<file path="src/rtl/ifns_22di_pkg.sv">
// Shared IFNS definitions: widths, Fibonacci bit weights and decoder states.
package ifns_22di_pkg;

    localparam int CW_W  = 31;
    localparam int V_W   = 22;
    localparam int ACC_W = 23;

    localparam logic [ACC_W-1:0] V_MAX = 23'd4194303;

    // Weight of each codeword bit, index 0 = d1 ... index 30 = d31 (d31 carries F32).
    localparam logic [ACC_W-1:0] FIB_W [0:CW_W-1] = '{
        23'd1,      23'd1,      23'd2,      23'd3,      23'd5,
        23'd8,      23'd13,     23'd21,     23'd34,     23'd55,
        23'd89,     23'd144,    23'd233,    23'd377,    23'd610,
        23'd987,    23'd1597,   23'd2584,   23'd4181,   23'd6765,
        23'd10946,  23'd17711,  23'd28657,  23'd46368,  23'd75025,
        23'd121393, 23'd196418, 23'd317811, 23'd514229, 23'd832040,
        23'd2178309
    };

    typedef enum logic [1:0] {
        IDLE,
        BUSY,
        DONE
    } state_e;

endpackage

</file>
<file path="src/rtl/ifns_lane_sum.sv">
// Weighted sum of one group of codeword bits, the first bit of the group being the most significant.
module ifns_lane_sum
    import ifns_22di_pkg::*;
#(
    parameter int LANES = 1,
    parameter int GRP_W = 5
) (
    input  logic [LANES-1:0] bits_i,
    input  logic [GRP_W-1:0] grp_i,
    output logic [ACC_W-1:0] sum_o
);

    int         idx;
    logic [4:0] idx5;

    // Add the weight of every set bit; positions past d1 in a partial last group count as zero.
    always_comb begin
        sum_o = '0;
        idx   = 0;
        idx5  = '0;
        for (int k = 0; k < LANES; k++) begin
            idx  = (CW_W - 1) - int'(grp_i) * LANES - k;
            idx5 = idx[4:0];
            if (bits_i[LANES-1-k] && (idx >= 0)) begin
                sum_o = sum_o + FIB_W[idx5];
            end
        end
    end

endmodule

</file>
<file path="src/rtl/decoder_ifns_22di_seq.sv">
// Sequential IFNS decoder: folds a 31-bit Fibonacci codeword into a 22-bit value, LANES bits per cycle.
module decoder_ifns_22di_seq
    import ifns_22di_pkg::*;
#(
    parameter int LANES = 1
) (
    input  logic            clk,
    input  logic            rst,
    input  logic            in_valid,
    output logic            in_ready,
    input  logic [CW_W-1:0] cw,
    output logic            out_valid,
    input  logic            out_ready,
    output logic [V_W-1:0]  v,
    output logic            ovf
);

    localparam int N_GRP = (CW_W + LANES - 1) / LANES;
    localparam int GRP_W = 5;

    state_e            state_q, state_d;
    logic [CW_W-1:0]   sr_q, sr_d;
    logic [GRP_W-1:0]  cnt_q, cnt_d;
    logic [ACC_W-1:0]  acc_q, acc_d;
    logic [ACC_W-1:0]  laneSum;

    ifns_lane_sum #(
        .LANES (LANES),
        .GRP_W (GRP_W)
    ) u_lane_sum (
        .bits_i (sr_q[CW_W-1 -: LANES]),
        .grp_i  (cnt_q),
        .sum_o  (laneSum)
    );

    // State, shift register, group counter and accumulator; reset drops any in-flight codeword.
    always_ff @(posedge clk or posedge rst) begin
        if (rst) begin
            state_q <= IDLE;
            sr_q    <= '0;
            cnt_q   <= '0;
            acc_q   <= '0;
        end else begin
            state_q <= state_d;
            sr_q    <= sr_d;
            cnt_q   <= cnt_d;
            acc_q   <= acc_d;
        end
    end

    // Accept in IDLE, consume one group per BUSY cycle MSB-first, hold the result in DONE.
    always_comb begin
        state_d = state_q;
        sr_d    = sr_q;
        cnt_d   = cnt_q;
        acc_d   = acc_q;
        case (state_q)
            IDLE: begin
                if (in_valid) begin
                    sr_d    = cw;
                    cnt_d   = '0;
                    acc_d   = '0;
                    state_d = BUSY;
                end
            end
            BUSY: begin
                acc_d = acc_q + laneSum;
                sr_d  = sr_q << LANES;
                cnt_d = cnt_q + 1'b1;
                if (cnt_q == GRP_W'(N_GRP - 1)) begin
                    state_d = DONE;
                end
            end
            DONE: begin
                if (out_ready) begin
                    state_d = IDLE;
                end
            end
            default: begin
                state_d = IDLE;
            end
        endcase
    end

    // Handshake and result outputs; the result is only presented while DONE.
    always_comb begin
        in_ready  = (state_q == IDLE) && !rst;
        out_valid = (state_q == DONE);
        v         = out_valid ? acc_q[V_W-1:0] : '0;
        ovf       = out_valid && (acc_q > V_MAX);
    end

endmodule

</file>
<file path="config.mk">
export PLATFORM = sky130hd
export DESIGN_NAME = decoder_ifns_22di_seq
export DESIGN_NICKNAME = d
export VERILOG_FILES = /design/src/rtl/ifns_22di_pkg.sv /design/src/rtl/ifns_lane_sum.sv /design/src/rtl/decoder_ifns_22di_seq.sv
export SDC_FILE = /design/constraint.sdc
export NUM_CORES = 1
export LEC_CHECK = 0
export ABC_CLOCK_PERIOD_IN_PS = 9500
export CORE_MARGIN = 8
export CORE_UTILIZATION = 60
export CTS_CLUSTER_DIAMETER = 30
export DETAILED_ROUTE_END_ITERATION = 8
export PLACE_DENSITY_LB_ADDON = 0.12
export SYNTH_ARGS = -nofsm -noshare
export SYNTH_HDL_FRONTEND = slang
export SYNTH_SLANG_ARGS = --single-unit
</file>
<file path="constraint.sdc">
create_clock -name clk -period 9.5 [get_ports clk]
set_input_delay 2.375 -clock clk [delete_from_list [all_inputs] [get_ports clk]]
set_output_delay 2.375 -clock clk [all_outputs]
set_load 0.02 [all_outputs]
</file>
# After elaboration in Yosys (flattened, before gate mapping)
# Memory sizes are Yosys's and may differ from the RTL's.
# Index checks and enable logic that the tools add are counted.
# totals
ff_bits	61
mem_bits_ro	736
output_inout_bits	25
elab_cells	40
mem_count	1
# classes
addsub	3
order_cmp	3
n_eq_ne	6
mux	14
bitwise	1
reduce_logical	8
# memory_table
memory	depth	width	read_ports	rd_ports_with_merged_regs	write_ports	line_no	text
(name not given)	32	23	1	0	0	ifns_lane_sum.sv:25	sum_o = sum_o + FIB_W[idx5];
# ops
operator	n
23-bit 2-to-1 mux	4
31-bit one-hot mux with 2 select lines	1
23-bit one-hot mux with 2 select lines	1
32-bit by 1-bit >= comparator with 1-bit output, second input constant	1
31-bit 2-to-1 mux	1
23-bit adder	1
23-bit by 22-bit greater-than comparator with 1-bit output, second input constant	1
22-bit 2-to-1 mux	1
5-bit one-hot mux with 2 select lines	1
6-bit >= comparator, second input constant	1
2-bit 2-to-1 mux	3
5-bit NOT with 6-bit output	1
2-bit one-hot mux with 3 select lines	1
5-bit by 5-bit subtractor with 6-bit output, first input constant	1
5-bit by 1-bit adder with 5-bit output, second input constant	1
5-bit equality test, second input constant	1
5-bit 2-to-1 mux	1
2-bit inequality test, second input constant	2
1-bit logical AND	3
3-bit AND reduction	1
2-bit by 1-bit equality test with 1-bit output, second input constant	1
2-bit equality test, second input constant	1
2-bit logical NOT	1
2-bit by 1-bit inequality test with 1-bit output, second input constant	1
other kinds (3)	3

# Depth between registers and ports, before layout
# Gate-level depths: netlist of run 1.
# logic_depth
word_depth	8
mapped_depth	16

# By module
# Synthesis of run 1 repeated with hierarchy kept, for this count alone.
# hier_totals
hier_cells	657
hier_area_um2	5281.3
# by_module_without_submodules
mod	instances	cells_per_inst	area_per_inst_um2	seq_area_each_um2
decoder_ifns_22di_seq	1	459	3993.8	1526.5
ifns_lane_sum	1	198	1287.5	0.0

# Least setup slack after synthesis of run 1
# Ideal clock, no wire load.
# synth_timing
path_kind	input -> output
start	in rst
end	out in_ready
arrival_time_ns	2.830
required_ns	7.125
path_slack_ns	4.295
path_stages	1
path_buffers	0
cell_sequence	nor3_1
# synth_via
elab_chain_len	2
# synth_lines
item	line_no	text
start, declared	decoder_ifns_22di_seq.sv:8	input logic rst,
1-bit logical NOT	decoder_ifns_22di_seq.sv:87	in_ready = (state_q == IDLE) && !rst;
1-bit logical AND	decoder_ifns_22di_seq.sv:87	
end, declared	decoder_ifns_22di_seq.sv:10	output logic in_ready,
# Every way passes these cells.

# Worst setup path after layout of run 1
# Same ends and word-level chain as after synthesis.

==> impl_metrics.py, run 1 <==
metrics = {
    "yosys": {
        "synth_area_leaders": "dfrtp_1 31%, ha_1 7.8%, a21oi_1 6.7%, nand2_1 6.7%, o21ai_0 6.6%",
        "ys_seq_area_share_pct": 30.85,
        "syn-num-nets": 689,
        "synth-edff-count": 0,
        "async_flop_share_pct": 100.0,
        "synth-seq-cells": 61,
        "synth_top_area_share_pct": 30.85,
        "avgSynthCellArea_sq_um": 7.954,
        "netlist_instances": 622,
        "synth-main-ff-cell": "dfrtp_1",
        "yosys_warnings": 0,
        "synth.most_common_cell": "nand2_1",
        "syn-cell-area_sq_um": 4947,
        "synth_commonest_cells": "88 x nand2_1, 66 x a21oi_1, 65 x o21ai_0",
        "synth_top_cell_by_area": "dfrtp_1",
        "synth.distinct_cells": 65,
    },
    "pwr": {
        "ir_drop_mv": 0.1585,
        "power_density_nw_per_um2": 358.1,
        "leakagePower_uw": 0.002514,
        "finalPower_uw": 2060,
    },
    "floorplan": {
        "io_pins": 60,
        "core_area_sq_um": 8093,
        "initial_utilization_pct": 61.13,
        "die_area_sq_um": 11410,
        "die_w_um": 106.8,
        "core.rowCount": 33,
        "die_y_um": 106.8,
    },
    "finish": {
        "drive_gt1_share_pct": 6.718,
        "area_growth_pct": 16.26,
        "nets": 717,
        "diodes": 0,
        "multiInputGateArea_sq_um": 3181,
        "regArea_sq_um": 1528,
        "nFillCells": 677,
        "stdcell_area_sq_um": 5752,
    },
    "timing": {
        "final-hold-violation-count": 0,
        "setup_tns_ns": 0,
        "slew-limit-headroom_pct": 28.28,
        "clock_skew_ns": 0.008214,
        "rsz0062_at_grt": "false",
        "setup_violations": 0,
        "max_freq_ghz": 0.1682,
        "finalMaxSlewViolations": 0,
        "worst_pin_slew_ns": 1.071,
        "finalCritPeriodShare_pct": 62.59,
        "fin_crit_ns": 5.946,
    },
    "clock_tree": {
        "clk_path_buf_depth": 2,
        "clock-root-buffer": "clkbuf_8",
        "numCtsBuffers": 9,
        "insertion_delay_ns": 0.35,
        "cts_sinks": 61,
        "clk_pin_slew_ns": 0.07,
        "cts_tree": "yes",
        "cts_setup_buffers": 0,
        "ctsHoldBuffers": 0,
        "cts_resized": 0,
        "htreeDepth": 3,
    },
    "hold_path": {
        "worstHoldStart": "sr_q[27]",
        "hold_end": "sr_q[27]",
        "hp-class": "flip-flop to flip-flop",
        "hold_depth": 2,
    },
    "setup_path": {
        "critPathRequiredTime_ns": 7.13,
        "startpoint_type": "input pin",
        "rr_endpoint": "acc_q[22]",
        "cp_common_cell": "clkdlybuf4s50_1",
        "worst-r2r-setup-slack_ns": 4.40,
        "r2r_cells": 15,
        "cp_slowest_stage_delay_ns": 0.63,
        "cp_slowest_cell": "clkdlybuf4s50_1",
        "worst_ep_arrival_time_ns": 3.57,
        "cp_cell_sequence": "clkdlybuf4s50_1 > nor3_1 > clkdlybuf4s50_1",
        "crit_fanout": 2,
        "r2r_start": "cnt_q[0]",
        "endpoint_kind": "primary output",
        "critPathKind": "input pin to primary output",
    },
    "drt": {
        "drt-vias-per-instance": 6.243,
        "vias": 4745,
        "wl_mm": 12.99,
        "drt_iter0_drc": 342,
        "antenna_left": 0,
        "wl_per_cell_um": 17.10,
        "dr.pass1.iters": 5,
        "remaining_drc_errors": 0,
    },
    "flow_run": {
        "drv_cap": 0,
    },
    "placement": {
        "gp_congestion": 0.9268,
        "dpl-instance-area_sq_um": 5520,
        "placement.io_buffers": 59,
        "hpwl_mm": 9.226,
    },
    "global_route": {
        "grt_max_degree": 68,
        "grt_pass1_wl_mm": 21.99,
        "grt_util_all_layers_pct": 23.40,
        "first_global_vias": 4625,
        "gr-total-overflow": 0,
        "antenna_found_initial": 0,
    },
    "status": {
        "status": "finished clean",
    },
}
logic make-up after synthesis:
logic type / after synthesis / synth area share (%)
flip-flops: 61 / 30.85
adder cells (fa/ha/maj): 32 / 8.245
AND/OR/NAND/NOR: 242 / 25.42
AO/OA/AOI/OAI: 208 / 26.25
buffers and inverters: 60 / 5.084
multiplexers: 3 / 0.8599
XOR/XNOR: 16 / 3.288
critical path, delay by kind of cell:
family | cells | cell delay [ns]
buffers and inverters | 2 | 1.06
AND/OR/NAND/NOR | 1 | 0.14
per-stage QoR:
step / cells / utilization (%) / setup slack [ns] / hold slack [ns]
3_5_place_dp: 744 / 68.21 / 3.537 / 0.4709
3_3_place_gp: 744 / 68.21 / 3.557 / 0.4646
5_1_grt: 760 / 71.07 / 3.496 / 0.5150
2_1_floorplan: 622 / - / 4.295 / 0.4502
6_report: 760 / 71.07 / 3.554 / 0.4836
4_1_cts: 760 / 71.07 / 3.536 / 0.4862
worst max-delay path by stage:
| stage | startpoint | endpoint | cells past startpoint | slack [ns] |
|---|---|---|---|---|
| 3_5_place_dp | rst | in_ready | 3 | 3.54 |
| 6_report | rst | in_ready | 3 | 3.55 |
| 2_1_floorplan | rst | in_ready | 1 | 4.29 |
| 3_3_place_gp | rst | in_ready | 3 | 3.56 |
| 5_1_grt | rst | in_ready | 3 | 3.50 |
| 4_1_cts | rst | in_ready | 3 | 3.54 |
power breakdown:
| part | switching (uW) | internal [uW] |
|---|---|---|
| Clock | 117 | 157 |
| Sequential | 109 | 379 |
| Combinational | 801 | 497 |
| Total | 1030 | 1030 |
placed cells by master (no fill, tap or decap), types with 10 or more instances in the layout:
cell type        instances
and2_1                  27
inv_1                   10
clkbuf_8                10
and3b_1                 29
nand3_1                 19
clkdlybuf4s50_1         59
nor3_1                  11
dfrtp_1                 60
nand4_1                 11
nand2_1                 88
a21oi_1                 66
ha_1                    31
o21ai_0                 65
nor2_1                  32
area by class of cell:
| cell class | count | share of cell area [%] |
|---|---|---|
| inverter | 12 | 0.7831 |
| sequential | 61 | 26.56 |
| timing repair buffer | 65 | 11.05 |
| clock inverter | 6 | 1.631 |
| tap | 105 | 2.284 |
| multi-input combinational | 501 | 55.30 |
| clock buffer | 10 | 2.393 |
flip-flops by register name, indices dropped and copies added (netlist names):
register  flops
sr_q         31
acc_q        23
cnt_q         5
state_q       2
layer usage:
layer	vias to the layer above	global-route usage [%]	wire length, um
met5	-	0	0
met4	0	9.146	283
met3	27	4.379	788
met2	163	37.34	6148
met1	2264	30.68	5773
li1	2291	-	-
Power figures use the tool's default switching activity.
==> run 2: changes to the inputs <==
--- a/config.mk
+++ b/config.mk
@@ -5,9 +5,9 @@
 export SDC_FILE = /design/constraint.sdc
 export NUM_CORES = 1
 export LEC_CHECK = 0
-export ABC_CLOCK_PERIOD_IN_PS = 9500
+export ABC_CLOCK_PERIOD_IN_PS = 5150
 export CORE_MARGIN = 8
-export CORE_UTILIZATION = 60
+export CORE_UTILIZATION = 52
 export CTS_CLUSTER_DIAMETER = 30
 export DETAILED_ROUTE_END_ITERATION = 8
 export PLACE_DENSITY_LB_ADDON = 0.12
==> constraint.sdc (replaced) <==
create_clock -name clk -period 5.15 [get_ports clk]
set_input_delay 1.2875 -clock clk [delete_from_list [all_inputs] [get_ports clk]]
set_output_delay 1.2875 -clock clk [all_outputs]
set_load 0.02 [all_outputs]
==> run 2 against run 1 <==
Net effect:
- die area grew 13%
- cell count grew 3.9%
- sequential cell count is the same
- global-route usage shrank 1.7 points
- register-to-register slack lost 3.7 ns
- clock power grew 54%
- non-clock buffer count grew 6
- critical path depth grew 12
- critical path type is now flip-flop to flip-flop
- largest cell class unchanged
==> impl_metrics.py, run 2 (synthesis gave the netlist of run 1 again) <==
metrics = {
    "status": {
        "status": "finished clean",
    },
    "finish": {
        "diodes": 0,
        "area_growth_pct": 16.97,
        "layout_commonest_cell": "nand2_1",
        "largest_reg_flops": 31,
        "nets": 723,
        "reg.largest.list": "sr_q (31), acc_q (23), cnt_q (5)",
        "layout_common_cells": "88 x nand2_1, 66 x a21oi_1, 65 x o21ai_0",
        "drive_gt1_share_pct": 7.413,
        "nFillCells": 811,
        "finalNonFillerCells": 790,
        "top_register": "sr_q",
    },
    "timing": {
        "setup_violations": 0,
        "final-hold-violation-count": 0,
        "finalMaxSlewViolations": 0,
        "clock_skew_ns": 0.01106,
        "max_freq_ghz": 0.2265,
        "worst_pin_slew_ns": 0.9877,
        "rsz0062_at_grt": "false",
        "setup_tns_ns": 0,
        "slew-limit-headroom_pct": 34.15,
        "finalCritPeriodShare_pct": 85.71,
        "fin_crit_ns": 4.414,
        "holdWs_ns": 0.4870,
    },
    "clock_tree": {
        "cts_tree": "yes",
        "numCtsBuffers": 9,
        "htreeDepth": 3,
        "cts_sinks": 61,
        "clk_pin_slew_ns": 0.07,
        "ctsHoldBuffers": 0,
        "clk_path_buf_depth": 2,
        "insertion_delay_ns": 0.34,
        "cts_setup_buffers": 0,
        "cts_resized": 0,
        "clock-root-buffer": "clkbuf_8",
    },
    "floorplan": {
        "die_w_um": 113.5,
        "io_pins": 60,
        "core_area_sq_um": 9240,
        "die_area_sq_um": 12890,
        "initial_utilization_pct": 53.54,
        "core.rowCount": 35,
        "die_y_um": 113.5,
    },
    "setup_path": {
        "cp_slowest_cell": "dfrtp_1",
        "cp_common_cell": "ha_1",
        "critPathKind": "flip-flop to flip-flop",
        "endpoint_kind": "flip-flop",
        "startpoint_type": "flip-flop",
        "cp_cell_sequence": "ha_1 > xnor2_2 > inv_2 > nand2_1 > o31ai_1 > a311o_1 > a22oi_1 > ha_1 > fa_1 > a21o_1 > nand4_1 > a21oi_2 > a211oi_2 > or4_1 > nand3_1",
        "cp_slowest_stage_delay_ns": 0.58,
        "critPathRequiredTime_ns": 5.43,
        "crit_fanout": 17,
        "worst_ep_arrival_time_ns": 4.69,
    },
    "drt": {
        "dr.pass1.iters": 5,
        "drt_iter0_drc": 287,
        "wl_mm": 13.44,
        "wl_met1_mm": 5.970,
        "wl_per_cell_um": 17.02,
        "vias": 4717,
        "dr_wl_met3_um": 968,
        "drt-vias-per-instance": 5.971,
        "remaining_drc_errors": 0,
        "routed-wl-met2_mm": 6.228,
        "top_layer_used": "met4",
        "antenna_left": 0,
    },
    "flow_run": {
        "drv_cap": 0,
    },
    "pwr": {
        "ir_drop_mv": 0.2450,
        "p_sw_uw": 1907,
        "seq_power_share_pct": 24.1,
        "pwr-share-clk_pct": 11.2,
        "p_comb_share_pct": 64.7,
        "swShare_pct": 50.42,
        "leakagePower_uw": 0.002522,
        "power_density_nw_per_um2": 653.8,
        "p_int_uw": 1876,
    },
    "global_route": {
        "antenna_found_initial": 0,
        "gr-total-overflow": 0,
        "first_global_vias": 4749,
        "grt_util_all_layers_pct": 21.74,
        "grt_pass1_wl_mm": 23.11,
        "grt_max_degree": 67,
    },
    "placement": {
        "placement.io_buffers": 59,
        "gp_congestion": 0.9179,
        "hpwl_mm": 9.817,
        "dp_cells": 774,
    },
    "hold_path": {
        "hp-class": "flip-flop to flip-flop",
    },
}
[run 2: area by class of cell]
type	instances	area (sq um)	area share, %
clock buffers	10	127.6	2.205
clock inverters	6	63.81	1.103
repair buffers	71	680.7	11.76
well taps	129	161.4	2.789
inverters	12	45.04	0.7784
multi-input cells	501	3181	54.96
flip-flops and latches	61	1528	26.40
[run 2: worst paths after layout]
kind	startpoint	end	slack (ns)	cells after the start
max	cnt_q[0]	acc_q[16]	0.74	15
min	sr_q[28]	sr_q[28]	0.49	2
max reg2reg	cnt_q[0]	acc_q[16]	0.74	15
min reg2reg	sr_q[28]	sr_q[28]	0.49	2
max in group asynchronous	rst	sr_q[0]	2.83	3
min in group asynchronous	rst	sr_q[5]	1.49	2
[run 2: metrics by stage]
step | worst slack, ns | power, uW | utilization [%] | area, sq um
after CTS | 0.7886 | 3762 | 62.63 | 5787
after global placement | 0.9174 | 3294 | 60.56 | 5595
after global routing | 0.4251 | 4128 | 62.63 | 5787
final | 0.7358 | 3783 | 62.63 | 5787
after detailed placement | 0.8157 | 3318 | 60.56 | 5595
after floorplan | 1.707 | 2766 | - | 4947
[run 2: routing by layer]
layer	vias to the layer above	track usage, %
met5	-	0
met4	0	9.236
met3	21	4.279
met2	185	34.28
met1	2213	28.36
li1	2298	-
[run 2: power by group through the flow]
stage,registers (uW),logic (uW),clock network [uW]
after floorplan,825,1940,0
after global placement,911,2380,0
after detailed placement,914,2400,0
after CTS,909,2420,431
after global routing,943,2730,450
final,912,2450,423
[run 2: critical path, delay by kind of cell (launching register included)]
family,cells,cell delay (ns)
compound gates,6,1.23
simple gates,4,0.95
fa+ha+maj,3,0.82
flops,1,0.58
xor+xnor,1,0.49
buf+inv,1,0.28
==> run 3: changes to the inputs <==
--- a/config.mk
+++ b/config.mk
@@ -6,6 +6,7 @@
 export NUM_CORES = 1
 export LEC_CHECK = 0
 export ABC_CLOCK_PERIOD_IN_PS = 5150
+export CORE_ASPECT_RATIO = 1.2
 export CORE_MARGIN = 8
 export CORE_UTILIZATION = 52
 export CTS_CLUSTER_DIAMETER = 30
==> run 3 against run 2 <==
Net effect:
- die area grew 0.10%
- highest routed layer unchanged
- maximum frequency shrank 7.2%
- clock-buffer cell count grew 1
- clock skew is essentially flat
- worst hold slack lost 0.0061 ns
- total power grew 4.3%
- sequential share of layout area shrank 0.39 points
- first-iteration DRC count grew 14%
- utilization grew 0.060 points
- cell count shrank 1.1%
- critical endpoint unchanged
==> impl_metrics.py, run 3 (synthesis gave the netlist of run 1 again) <==
metrics = {
    "global_route": {
        "grt_max_degree": 67,
        "grt_pass1_wl_mm": 22.14,
        "antenna_found_initial": 0,
        "gr-total-overflow": 0,
        "grt_util_all_layers_pct": 20.96,
        "first_global_vias": 4558,
    },
    "finish": {
        "multiInputGateArea_sq_um": 3181,
        "layout_commonest_cell": "nand2_1",
        "stdcell_area_sq_um": 5873,
        "layout_common_cells": "88 x nand2_1, 66 x a21oi_1, 65 x o21ai_0",
        "largest_reg_flops": 31,
        "final_util_pct": 62.69,
        "drive_gt1_share_pct": 7.143,
        "regArea_sq_um": 1528,
        "diodes": 0,
        "nets": 721,
        "reg.largest.list": "sr_q (31), acc_q (23), cnt_q (5)",
        "area_growth_pct": 18.72,
        "nFillCells": 854,
        "top_register": "sr_q",
    },
    "timing": {
        "slew-limit-headroom_pct": 31.72,
        "fin_crit_ns": 4.756,
        "clock_skew_ns": 0.01074,
        "setup_violations": 0,
        "final-hold-violation-count": 0,
        "finalMaxSlewViolations": 0,
        "max_freq_ghz": 0.2103,
        "holdWs_ns": 0.4809,
        "setup_tns_ns": 0,
        "finalCritPeriodShare_pct": 92.34,
        "rsz0062_at_grt": "false",
        "worst_pin_slew_ns": 1.024,
    },
    "clock_tree": {
        "insertion_delay_ns": 0.34,
        "cts_tree": "yes",
        "clock-root-buffer": "clkbuf_16",
        "numCtsBuffers": 9,
        "cts_sinks": 61,
        "htreeDepth": 3,
        "clk_path_buf_depth": 2,
        "cts_resized": 0,
        "cts_setup_buffers": 0,
        "clk_pin_slew_ns": 0.06,
        "ctsHoldBuffers": 0,
    },
    "drt": {
        "antenna_left": 0,
        "wl_mm": 13.38,
        "remaining_drc_errors": 0,
        "dr.pass1.iters": 5,
        "drt-vias-per-instance": 6.091,
        "drt_iter0_drc": 327,
        "wl_per_cell_um": 17.13,
        "vias": 4757,
    },
    "placement": {
        "placement.io_buffers": 59,
        "dpl-instance-area_sq_um": 5573,
        "gp_congestion": 0.9473,
        "hpwl_mm": 9.568,
    },
    "setup_path": {
        "endpoint_kind": "flip-flop",
        "crit_fanout": 23,
        "startpoint_type": "flip-flop",
        "critPathKind": "flip-flop to flip-flop",
        "worst_ep_arrival_time_ns": 5.03,
        "critPathRequiredTime_ns": 5.42,
    },
    "floorplan": {
        "initial_utilization_pct": 52.80,
        "die_y_um": 122.9,
        "core_area_sq_um": 9369,
        "die_w_um": 105.0,
        "io_pins": 60,
        "core.rowCount": 39,
        "die_area_sq_um": 12900,
    },
    "pwr": {
        "power_density_nw_per_um2": 671.9,
        "ir_drop_mv": 0.2252,
        "finalPower_uw": 3946,
        "leakagePower_uw": 0.002568,
    },
    "flow_run": {
        "drv_cap": 0,
    },
    "status": {
        "status": "finished clean",
    },
    "hold_path": {
        "hp-class": "flip-flop to flip-flop",
    },
}
[run 3: per-layer routing]
layer  wire length (um)  vias up  GRT usage [%]
met4                270        0          8.668
met2               6368      204          34.22
li1                   -     2312              -
met5                  0        -              0
met1               5882     2216          26.87
met3                854       25          3.887
[run 3: final cells by class]
type	count	share of cell area, %
Clock buffer	11	4.303
Clock inverter	4	0.8095
Inverter	12	0.7669
Multi-Input combinational cell	501	54.15
Sequential cell	61	26.01
Tap cell	123	2.620
Timing Repair Buffer	69	11.33
[run 3: path summary, 6_finish.rpt]
kind                           from   endpoint  slack (ns)  cells after the start
hold reg to reg            sr_q[20]   sr_q[20]        0.48                      2
setup / recovery           cnt_q[0]  acc_q[16]        0.39                     15
min in group asynchronous       rst    sr_q[4]        1.52                      2
max in group asynchronous       rst  acc_q[15]        2.83                      3
hold / removal             sr_q[20]   sr_q[20]        0.48                      2
setup reg to reg           cnt_q[0]  acc_q[16]        0.39                     15
[run 3: worst max-delay path, cell delays in order, from the launching register on]
cell and delay [ns]:
dfrtp_1 0.57, ha_1 0.35, xnor2_2 0.78, inv_2 0.35, nand2_1 0.28, o31ai_1 0.10
a311o_1 0.28, a22oi_1 0.18, ha_1 0.22, fa_1 0.22, a21o_1 0.15, nand4_1 0.14
a21oi_2 0.30, a211oi_2 0.17, or4_1 0.50, nand3_1 0.09
[run 3: metrics by stage]
stage | cells | setup slack, ns
2_1_floorplan | 622 | 1.707
3_3_place_gp | 766 | 0.6119
3_5_place_dp | 766 | 0.4707
4_1_cts | 781 | 0.3964
5_1_grt | 781 | 0.07577
6_report | 781 | 0.3944
[run 3: report_power, final]
part           leakage (uW)  internal, uW  switching, uW  total, uW
clock              0.000147           396            220        616
sequential         0.000767           701            203        904
combinational       0.00165           936           1490       2430
total               0.00257          2030           1910       3950
